## src/rtl/counter_multicycle_down_if.sv

```systemverilog
// Load/decrement bus for counter_multicycle_down.
// The master drives the load request and the decrement amount.
// The slave (the counter) returns the handshake, the count and the status flags.
interface counter_multicycle_down_if #(
    parameter int NUM_BITS = 64
);
    logic                load_valid;
    logic [NUM_BITS-1:0] load_value;
    logic                load_ready;
    logic [NUM_BITS-1:0] decr_by;
    logic [NUM_BITS-1:0] value;
    logic                busy;
    logic                expired;

    modport master (
        output load_valid, load_value, decr_by,
        input  load_ready, value, busy, expired
    );

    modport slave (
        input  load_valid, load_value, decr_by,
        output load_ready, value, busy, expired
    );
endinterface

```

## src/rtl/counter_multicycle_down.sv

```systemverilog
// Wide down-counter whose subtraction is split across two cycles.
// Stage 1 subtracts decr_by from a low-half shadow register and captures the borrow.
// Stage 2 moves that low half into value and applies the borrow to the high half.
// Together the two stages keep the carry chain at HALF_BITS wide.
// An underflow never reaches the outputs: on expiry the counter forces value to 0
// and enters DONE.
// Optional macro COUNTER_MULTICYCLE_DOWN_CHECK_EN adds a simulation-only check.
// The check fires when decr_by has nonzero upper-half bits during a countdown.
module counter_multicycle_down #(
    parameter int NUM_BITS = 64
) (
    input  logic                       clk,
    input  logic                       reset,
    counter_multicycle_down_if.slave   bus
);
    localparam int HALF_BITS = NUM_BITS / 2;

    typedef enum logic [1:0] {
        IDLE = 2'd0,
        RUN  = 2'd1,
        DONE = 2'd2
    } state_t;

    state_t              state, state_next;
    logic [NUM_BITS-1:0]  value, value_next;
    logic [HALF_BITS-1:0] low_half, low_half_next;
    logic                 borrow, borrow_next;

    logic [HALF_BITS-1:0] decr_lo;
    logic [HALF_BITS-1:0] value_hi;
    logic                 expiry;

    assign decr_lo  = bus.decr_by[HALF_BITS-1:0];
    assign value_hi = value[NUM_BITS-1:HALF_BITS];

    // Expiry is judged on the registered count, before the next subtraction.
    // A pending borrow into an already-zero high half means the count went negative.
    assign expiry = (value == '0) || (borrow && (value_hi == '0));

    // Next-state and datapath: load from IDLE/DONE, two-stage subtract in RUN.
    always_comb begin
        // NOTE: every signal gets a default first so no path leaves one unassigned (no latches).
        state_next    = state;
        value_next    = value;
        low_half_next = low_half;
        borrow_next   = borrow;

        case (state)
            IDLE, DONE: begin
                if (bus.load_valid) begin
                    state_next    = RUN;
                    value_next    = bus.load_value;
                    low_half_next = bus.load_value[HALF_BITS-1:0];
                    borrow_next   = 1'b0;
                end
            end
            RUN: begin
                if (expiry) begin
                    state_next    = DONE;
                    value_next    = '0;
                    low_half_next = '0;
                    borrow_next   = 1'b0;
                end else begin
                    {borrow_next, low_half_next} = {1'b0, low_half} - {1'b0, decr_lo};
                    value_next = {value_hi - {{(HALF_BITS-1){1'b0}}, borrow}, low_half};
                end
            end
            default: begin
                state_next    = IDLE;
                value_next    = '0;
                low_half_next = '0;
                borrow_next   = 1'b0;
            end
        endcase
    end

    // State and datapath registers; synchronous reset wins over load and expiry.
    always_ff @(posedge clk) begin
        // NOTE: sequential state uses non-blocking assignments so every register samples pre-edge values.
        if (reset) begin
            state    <= IDLE;
            value    <= '0;
            low_half <= '0;
            borrow   <= 1'b0;
        end else begin
            state    <= state_next;
            value    <= value_next;
            low_half <= low_half_next;
            borrow   <= borrow_next;
        end
    end

    assign bus.load_ready = (state != RUN);
    assign bus.busy       = (state == RUN);
    assign bus.expired    = (state == DONE);
    assign bus.value      = value;

`ifdef COUNTER_MULTICYCLE_DOWN_CHECK_EN
    // Stop simulation if a countdown is fed a decrement the datapath would truncate.
    always @(posedge clk) begin
        if (!reset && state == RUN && bus.decr_by[NUM_BITS-1:HALF_BITS] != '0) begin
            $fatal(1, "counter_multicycle_down: decr_by upper half nonzero in RUN (0x%0h)",
                   bus.decr_by);
        end
    end
`else
    // The upper half of decr_by is deliberately ignored; fold it into a dangling net.
    logic unused_decr_hi;
    assign unused_decr_hi = ^bus.decr_by[NUM_BITS-1:HALF_BITS];
`endif

endmodule

```

## src/flat_wrapper.sv

```systemverilog
// flat-port wrapper written by rule: the top's interface ports become plain ports
module counter_multicycle_down_flat 
#(
    parameter int NUM_BITS = 64
)
  (clk, reset, bus_load_valid, bus_load_value, bus_decr_by, bus_load_ready, bus_value, bus_busy, bus_expired);
  counter_multicycle_down_if #(.NUM_BITS(NUM_BITS)) bus_i ();
  input  logic clk;
  input  logic reset;
  input wire logic [$bits(bus_i.load_valid)-1:0] bus_load_valid;
  input wire logic [$bits(bus_i.load_value)-1:0] bus_load_value;
  input wire logic [$bits(bus_i.decr_by)-1:0] bus_decr_by;
  output wire logic [$bits(bus_i.load_ready)-1:0] bus_load_ready;
  output wire logic [$bits(bus_i.value)-1:0] bus_value;
  output wire logic [$bits(bus_i.busy)-1:0] bus_busy;
  output wire logic [$bits(bus_i.expired)-1:0] bus_expired;
  assign bus_i.load_valid = bus_load_valid;
  assign bus_i.load_value = bus_load_value;
  assign bus_i.decr_by = bus_decr_by;
  assign bus_load_ready = bus_i.load_ready;
  assign bus_value = bus_i.value;
  assign bus_busy = bus_i.busy;
  assign bus_expired = bus_i.expired;
  counter_multicycle_down #(.NUM_BITS(NUM_BITS)) u_core (.clk(clk), .reset(reset), .bus(bus_i));
endmodule
```

## config.mk

```make
export PLATFORM = sky130hd
export DESIGN_NAME = counter_multicycle_down_flat
export DESIGN_NICKNAME = d
export VERILOG_FILES = /design/src/rtl/counter_multicycle_down_if.sv /design/src/rtl/counter_multicycle_down.sv /design/src/flat_wrapper.sv
export SDC_FILE = /design/constraint.sdc
export NUM_CORES = 1
export LEC_CHECK = 0
export BUFFER_PORTS_ARGS = -buffer_cell sky130_fd_sc_hd__buf_2
export CORE_UTILIZATION = 48
export DETAILED_ROUTE_END_ITERATION = 7
export GPL_ROUTABILITY_DRIVEN = 0
export MAX_ROUTING_LAYER = met4
export PLACE_DENSITY = 0.86
export REMOVE_ABC_BUFFERS = 1
export SETUP_SLACK_MARGIN = 0.3
export SLEW_MARGIN = 10
export SYNTH_ARGS = -nofsm -noshare
export SYNTH_HDL_FRONTEND = slang
export SYNTH_SLANG_ARGS = --single-unit
```

## constraint.sdc

```tcl
create_clock -name clk -period 2.5 [get_ports clk]
set_input_delay 0.25 -clock clk [delete_from_list [all_inputs] [get_ports clk]]
set_output_delay 0.25 -clock clk [all_outputs]
set_load 0.01 [all_outputs]
```

==> impl_metrics.env, run 1 <==
export IMPL_run_status="finished, violations left"
export IMPL_failed_checks="setup timing"
export IMPL_synth_commonest_cells="141 x nor2_1, 115 x a21oi_1, 99 x dfxtp_1"
export IMPL_synth_edff_count=0
export IMPL_worstMarginPinSlew_ps=540
export IMPL_p_int_uw=3660
export IMPL_floorplan_rows=42
export IMPL_yosys_most_used_dff="dfxtp_1"
export IMPL_cts_max_path_buffers=2
export IMPL_synthesis_area_per_instance_sq_um=7.53
export IMPL_share_clk_of_total_power_pct=27.3
export IMPL_report_final_setup_viol=57
export IMPL_detail_route_wirelength_mm=23.8
export IMPL_cts_tree="yes"
export IMPL_route_antenna_remaining_nets=0
export IMPL_yosys_area_top_type_share_pct=30.0
export IMPL_slew_limit_headroom_pct=64.0
export IMPL_post_synthesis_sequential_element_count=99
export IMPL_grt_pass1_wl_mm=33.7
export IMPL_yosysSeqAreaShare_pct=30.0
export IMPL_worst_ep_required_time_ps=2740
export IMPL_critPathMaxFanout=16
export IMPL_p_switching_uw=2000
export IMPL_cts_max_level=3
export IMPL_setup_crit_start_kind="register"
export IMPL_floorplan_initialDensity_pct=49.4
export IMPL_hp_start="bus_load_value[44]"
export IMPL_synth_area_leaders="dfxtp_1 30%, a21oi_1 8.7%, mux2i_1 8.6%, nor2_1 8.0%, ha_1 6.6%"
export IMPL_timing_setup_critical_path_class="reg2reg"
export IMPL_num_nets_final=1279
export IMPL_worst_hold_path_num_cells=3
export IMPL_synthCells=876
export IMPL_chipWidth_um=119
export IMPL_dp_cells=1248
export IMPL_report_final_hold_viol_count=0
export IMPL_first_iter_violations=778
export IMPL_floorplan_die_area_sq_mm=0.0142
export IMPL_post_drt_wl_per_cell_um=18.4
export IMPL_groute_usage_overall_pct=30.3
export IMPL_fmaxAchievable_mhz=389
export IMPL_cts_clk_slew_worst_paths_ps=70
export IMPL_drt_first_pass_iters=5
export IMPL_numCtsBuffers=9
export IMPL_r2r_slack_ps=-70
export IMPL_worst_hold_path_type="in2reg"
export IMPL_max_vdd_ir_drop_v=0.000443
export IMPL_leakagePower_uw=0.00455
export IMPL_r2r_end="u_core.bus.value[12]"
export IMPL_grt_remaining_overflow=0
export IMPL_layout_drive_gt1_share_pct=36.1
export IMPL_boundaryPins=198
export IMPL_grt_start_max_net_pins=54
export IMPL_worst_r2r_cell_count=8
export IMPL_drc=0
export IMPL_power_share_switching_pct=35.3
export IMPL_ys_warnings_count=0
export IMPL_flow_area_growth_from_synthesis_pct=43.8
export IMPL_clk_latency_ps=360
export IMPL_port_buffers=165
export IMPL_cpPeakStageDelay_ps=470
export IMPL_period_share_pct=103
export IMPL_mappedNetlistArea_sq_mm=0.00660
export IMPL_finalWorstPathRequiredPeriod_ps=2570
export IMPL_post_synth_num_cell_types=58
export IMPL_pd_cells_mw_per_mm2=597
export IMPL_vias_in_the_first_global_route=7048
export IMPL_min_to="u_core.bus.value[44]"
export IMPL_synth_async_reset_ratio_pct=0
export IMPL_standard_cell_area_after_detailed_placement_sq_mm=0.00812
export IMPL_cts_root_buffer="clkbuf_16"
export IMPL_rr_startpoint="u_core.bus.value[56]"
export IMPL_post_dp_hpwl_mm=14.9
export IMPL_fin_ws_ps=-69.8
export IMPL_vias=7796
export IMPL_worstPathCellList="or3_4, or3_4, or4_4, o31a_4, buf_4, buf_12, a21oi_1, nor2_1"
export IMPL_dieHeight_um=119
export IMPL_synth_most_common_cell="nor2_1"
export IMPL_yosys_area_top_type="dfxtp_1"
export IMPL_p_seq_share_pct=33.2
export IMPL_critical_path_top_cell_by_count="or3_4"
export IMPL_finalHoldWorstSlack_ps=118
export IMPL_fp_coreArea_sq_mm=0.0133
export IMPL_design_power_total_uw=5660
export IMPL_avgViaCountPerCell=6.02
export IMPL_number_of_hold_repair_buffers_added_at_the_cts_stage=0
export IMPL_antenna_found_initial=2
export IMPL_final_cell_count_no_fill=1294
export IMPL_p_comb_share_pct=39.5
export IMPL_max_cap_viol_count=0
export IMPL_final_design_area_no_fill_sq_mm=0.00949
export IMPL_rsz0062_at_grt="true"
export IMPL_clock_sink_count=99
export IMPL_cp_slowest_cell="or4_4"
export IMPL_worstSetupEndpointType="register"
export IMPL_arrival_ps=2810
export IMPL_timing_final_max_slew_violations=0
export IMPL_finClkSkew_ps=7.83
==> sequential cells by signal (all words and copies together) (netlist names) <==
signal,count
u_core.borrow,1
u_core.low_half,32
u_core.state,2
u_core.bus.value,64
==> how the worst max path moves through the flow <==
stage                           end  cells after the start                  from  slack, ps
2_1_floorplan   u_core.low_half[28]                      7       u_core.state[0]      -2070
3_3_place_gp    u_core.low_half[24]                     12        bus_decr_by[0]       -170
3_5_place_dp   u_core.bus.value[45]                      7  u_core.bus.value[56]       -190
4_1_cts         u_core.low_half[28]                     10  u_core.bus.value[53]        -40
5_1_grt        u_core.bus.value[53]                      8  u_core.bus.value[40]       -190
6_report       u_core.bus.value[12]                      8  u_core.bus.value[56]        -70
==> per-layer routing <==
layer	share of wire, %	track usage, %	vias to the layer above
met5	0	-	-
met4	3.2	11.7	0
met3	7.8	5.84	80
met2	50	51.2	451
met1	39	35.5	3686
li1	-	-	3579
==> logic make-up (layout without fill, tap and decap cells) <==
group / Yosys count / in the layout / share of synthesized area, %
compound gates: 243 / 243 / 22.3
fa+ha+maj: 36 / 36 / 6.94
simple gates: 297 / 297 / 20.4
buf+inv: 103 / 343 / 6.24
mux: 57 / 57 / 8.65
flops: 99 / 99 / 30.0
xor+xnor: 41 / 41 / 5.44
other cells: 0 / 2 / 0
==> critical path, delay by kind of cell (launching register included) <==
kind,cells,cell delay [ps]
and+or+nand+nor,4,1250
buffers and inverters,2,350
AOI/OAI and AO/OA,2,520
DFF,1,310
==> cell usage in the layout, fill, tap and decap left out, types with 21 or more instances in the layout <==
| cell | n |
|---|---|
| buf_2 | 164 |
| nor2_1 | 139 |
| dfxtp_1 | 90 |
| a21oi_1 | 80 |
| buf_4 | 80 |
| nand2_1 | 62 |
| mux2i_1 | 57 |
| inv_1 | 54 |
| a21oi_2 | 31 |
| ha_1 | 24 |
| xor2_1 | 21 |
==> power by group through the flow <==
stage	clock [uW]	sequential [uW]	combinational, uW
6_report	1550	1880	2240
5_1_grt	1600	1890	2390
4_1_cts	1540	1860	1910
3_5_place_dp	0	1890	1750
3_3_place_gp	0	1880	1700
2_1_floorplan	0	1930	1000
==> repair_timing <==
item                       4_1_cts  5_1_grt
resized for setup               50      108
setup endpoints to repair       98       98
pin swaps                       12       43
cloned                           3        2
setup buffers                   10       14
==> layout make-up <==
type                       count  area, sq um
antenna                        2         5.00
clock buffer                  10          239
clock inverter                 5         77.6
fill                         953         3860
inverter                      56          213
multi-input combinational    674         4850
sequential                    99         1990
tap                          176          220
timing repair buffer         272         1890
==> metrics by stage <==
step / TNS [ps] / worst slack [ps] / utilization [%]
after floorplan: -109330 / -2070 / -
after global placement: -3400 / -169 / 60.8
after detailed placement: -7360 / -189 / 60.8
after CTS: -306 / -43.5 / 66.1
after global routing: -10200 / -192 / 71.1
final: -2130 / -69.8 / 71.1
No activity file was read; power rests on OpenSTA's default activity.
==> run 2: changes to the inputs <==
--- a/config.mk
+++ b/config.mk
@@ -6,11 +6,11 @@
 export NUM_CORES = 1
 export LEC_CHECK = 0
 export BUFFER_PORTS_ARGS = -buffer_cell sky130_fd_sc_hd__buf_2
-export CORE_UTILIZATION = 48
+export CORE_UTILIZATION = 57
 export DETAILED_ROUTE_END_ITERATION = 7
 export GPL_ROUTABILITY_DRIVEN = 0
 export MAX_ROUTING_LAYER = met4
-export PLACE_DENSITY = 0.86
+export PLACE_DENSITY = 0.95
 export REMOVE_ABC_BUFFERS = 1
 export SETUP_SLACK_MARGIN = 0.3
 export SLEW_MARGIN = 10
==> constraint.sdc (replaced) <==
create_clock -name clk -period 3 [get_ports clk]
set_input_delay 0.3 -clock clk [delete_from_list [all_inputs] [get_ports clk]]
set_output_delay 0.3 -clock clk [all_outputs]
set_load 0.01 [all_outputs]
==> run 2 against run 1 <==
Net effect: the flow now finishes without violations; worst setup slack better by 360 ps; largest cell class unchanged; sequential power shrank 16%; critical path depth stayed put; first-iteration DRC count is 11% higher; clock skew grew 1.5 ps; sequential cell count is the same; clock-buffer cell count down 1; highest routed layer unchanged; critical endpoint is now u_core.bus.value[53]; die area decreased by 16%; non-clock buffer count shrank 69; largest power group is now registers.
==> impl_metrics.env, run 2 (same netlist as run 1, synthesis figures left out) <==
export IMPL_run_status="finished, final reports clean"
export IMPL_power_share_switching_pct=33.9
export IMPL_r2r_end="u_core.bus.value[53]"
export IMPL_critPathMaxFanout=5
export IMPL_leakagePower_uw=0.00407
export IMPL_share_clk_of_total_power_pct=30.9
export IMPL_cts_max_level=3
export IMPL_cts_max_path_buffers=2
export IMPL_fin_ws_ps=288
export IMPL_floorplan_initialDensity_pct=59.5
export IMPL_p_seq_share_pct=36.0
export IMPL_worst_hold_path_type="in2reg"
export IMPL_timing_setup_critical_path_class="reg2reg"
export IMPL_registers_top_by_ff_count="u_core.bus.value"
export IMPL_grt_remaining_overflow=0
export IMPL_groute_usage_overall_pct=32.9
export IMPL_final_fill_count=839
export IMPL_most_common_cell_after_layout_fill_and_taps_aside="buf_2"
export IMPL_first_iter_violations=862
export IMPL_cts_root_buffer="clkbuf_16"
export IMPL_worst_r2r_cell_count=8
export IMPL_max_vdd_ir_drop_v=0.000443
export IMPL_fmaxAchievable_mhz=369
export IMPL_post_dp_hpwl_mm=13.5
export IMPL_report_final_setup_viol=0
export IMPL_layout_drive_gt1_share_pct=24.3
export IMPL_finalHoldWorstSlack_ps=184
export IMPL_worstMarginPinSlew_ps=846
export IMPL_p_comb_share_pct=33.2
export IMPL_p_int_uw=2890
export IMPL_route_antenna_remaining_nets=0
export IMPL_finalWorstPathRequiredPeriod_ps=2710
export IMPL_max_cap_viol_count=0
export IMPL_pd_cells_mw_per_mm2=530
export IMPL_dieHeight_um=110
export IMPL_period_share_pct=90.4
export IMPL_flow_area_growth_from_synthesis_pct=25.1
export IMPL_final_cell_count_no_fill=1190
export IMPL_post_drt_wl_per_cell_um=17.2
export IMPL_finClkSkew_ps=9.36
export IMPL_boundaryPins=198
export IMPL_worstSetupEndpointType="register"
export IMPL_p_switching_uw=1480
export IMPL_largestRegisters="u_core.bus.value x64, u_core.low_half x32, u_core.state x2"
export IMPL_drt_first_pass_iters=8
export IMPL_clk_latency_ps=360
export IMPL_fp_coreArea_sq_mm=0.0111
export IMPL_vias=7388
export IMPL_port_buffers=165
export IMPL_critPathLaunch="u_core.bus.value[57]"
export IMPL_clock_sink_count=99
export IMPL_setup_crit_start_kind="register"
export IMPL_slew_limit_headroom_pct=43.4
export IMPL_timing_final_max_slew_violations=0
export IMPL_antenna_found_initial=1
export IMPL_numCtsBuffers=9
export IMPL_fin_util_pct=74.5
export IMPL_drc=0
export IMPL_rr_startpoint="u_core.bus.value[57]"
export IMPL_grt_start_max_net_pins=56
export IMPL_critical_path_endpoint="u_core.bus.value[53]"
export IMPL_avgViaCountPerCell=6.21
export IMPL_cts_clk_slew_worst_paths_ps=70
export IMPL_vias_in_the_first_global_route=6542
export IMPL_floorplan_rows=38
export IMPL_grt_pass1_wl_mm=30.0
export IMPL_num_nets_final=1211
export IMPL_dp_worst_setup_slack_ps=84.5
export IMPL_highest_count_cells_in_the_layout_ignoring_fill_and_taps="164 x buf_2, 140 x nor2_1, 111 x a21oi_1, 95 x dfxtp_1, 62 x nand2_1"
export IMPL_arrival_ps=2960
export IMPL_dp_cells=1154
export IMPL_largest_register_ffs=64
export IMPL_worst_ep_required_time_ps=3250
export IMPL_r2r_slack_ps=290
export IMPL_floorplan_die_area_sq_mm=0.0120
export IMPL_chipWidth_um=110
export IMPL_cts_tree="yes"
export IMPL_report_final_hold_viol_count=0
export IMPL_detail_route_wirelength_mm=20.4
export IMPL_rsz0062_at_grt="true"
export IMPL_number_of_hold_repair_buffers_added_at_the_cts_stage=0
run 2: cell count changes in the layout (fill, tap and decap cells not counted), sizes merged:
cell	change
bufinv	+1
diode	-1
o31a	+1
buf	-69
clkbuf	-1
clkinv	+1
run 2: cell type report:
cell class | count | area, sq um | area share [%]
antenna | 1 | 2.50 | 0.0303
clock buffer | 9 | 225 | 2.73
clock inverter | 7 | 116 | 1.41
inverter | 56 | 210 | 2.55
multi-input combinational | 675 | 4360 | 52.9
sequential | 99 | 1990 | 24.1
tap | 140 | 175 | 2.12
timing repair buffer | 203 | 1170 | 14.2
run 2: repair_timing:
item / in CTS / in global routing
endpoints found under the setup margin: 70 / 80
hold endpoints to repair: 0 / 0
gates cloned: 1 / 2
gates resized for setup: 7 / 33
buffers inserted: 3 / 13
pin swaps: 3 / 9
run 2: metal layers:
metal	vias to the layer above	GRT usage [%]	routed length (um)
met2	409	53.1	9770
met1	3449	39.6	8240
met3	80	7.11	1670
li1	3450	-	-
met4	0	14.1	741
met5	-	-	0
run 2: stage by stage:
| step | instance area (sq um) | total power, uW | setup TNS [ps] |
|---|---|---|---|
| after floorplan | 6390 | 2440 | -60330 |
| after global placement | 7570 | 2840 | 0 |
| after detailed placement | 7570 | 2880 | 0 |
| after CTS | 7980 | 4250 | 0 |
| after global routing | 8250 | 4580 | 0 |
| final | 8250 | 4370 | 0 |
run 2: power groups by stage:
stage	logic (uW)	clock network, uW	registers, uW
finish	1450	1350	1570
floorplan	837	0	1610
global placement	1260	0	1580
detailed placement	1290	0	1590
global route	1590	1400	1590
CTS	1330	1360	1560
run 2: how the worst min path moves through the flow:
stage                        startpoint                    to  slack (ps)  depth (start not counted)
floorplan                         reset  u_core.bus.value[34]         370                          1
global placement     u_core.low_half[0]   u_core.bus.value[0]         490                          2
detailed placement  u_core.low_half[13]   u_core.low_half[13]         500                          1
CTS                  bus_load_value[40]  u_core.bus.value[40]         180                          3
global route         bus_load_value[35]  u_core.bus.value[35]         190                          3
finish               bus_load_value[40]  u_core.bus.value[40]         180                          3
run 2: critical path, cell delays in order (launching register included):
cell and delay, ps:
dfxtp_1 360, or3_4 410, or3_4 370, or4_4 500
o31ai_4 320, buf_4 210, clkbuf_16 140, o22ai_1 80
a22o_1 220
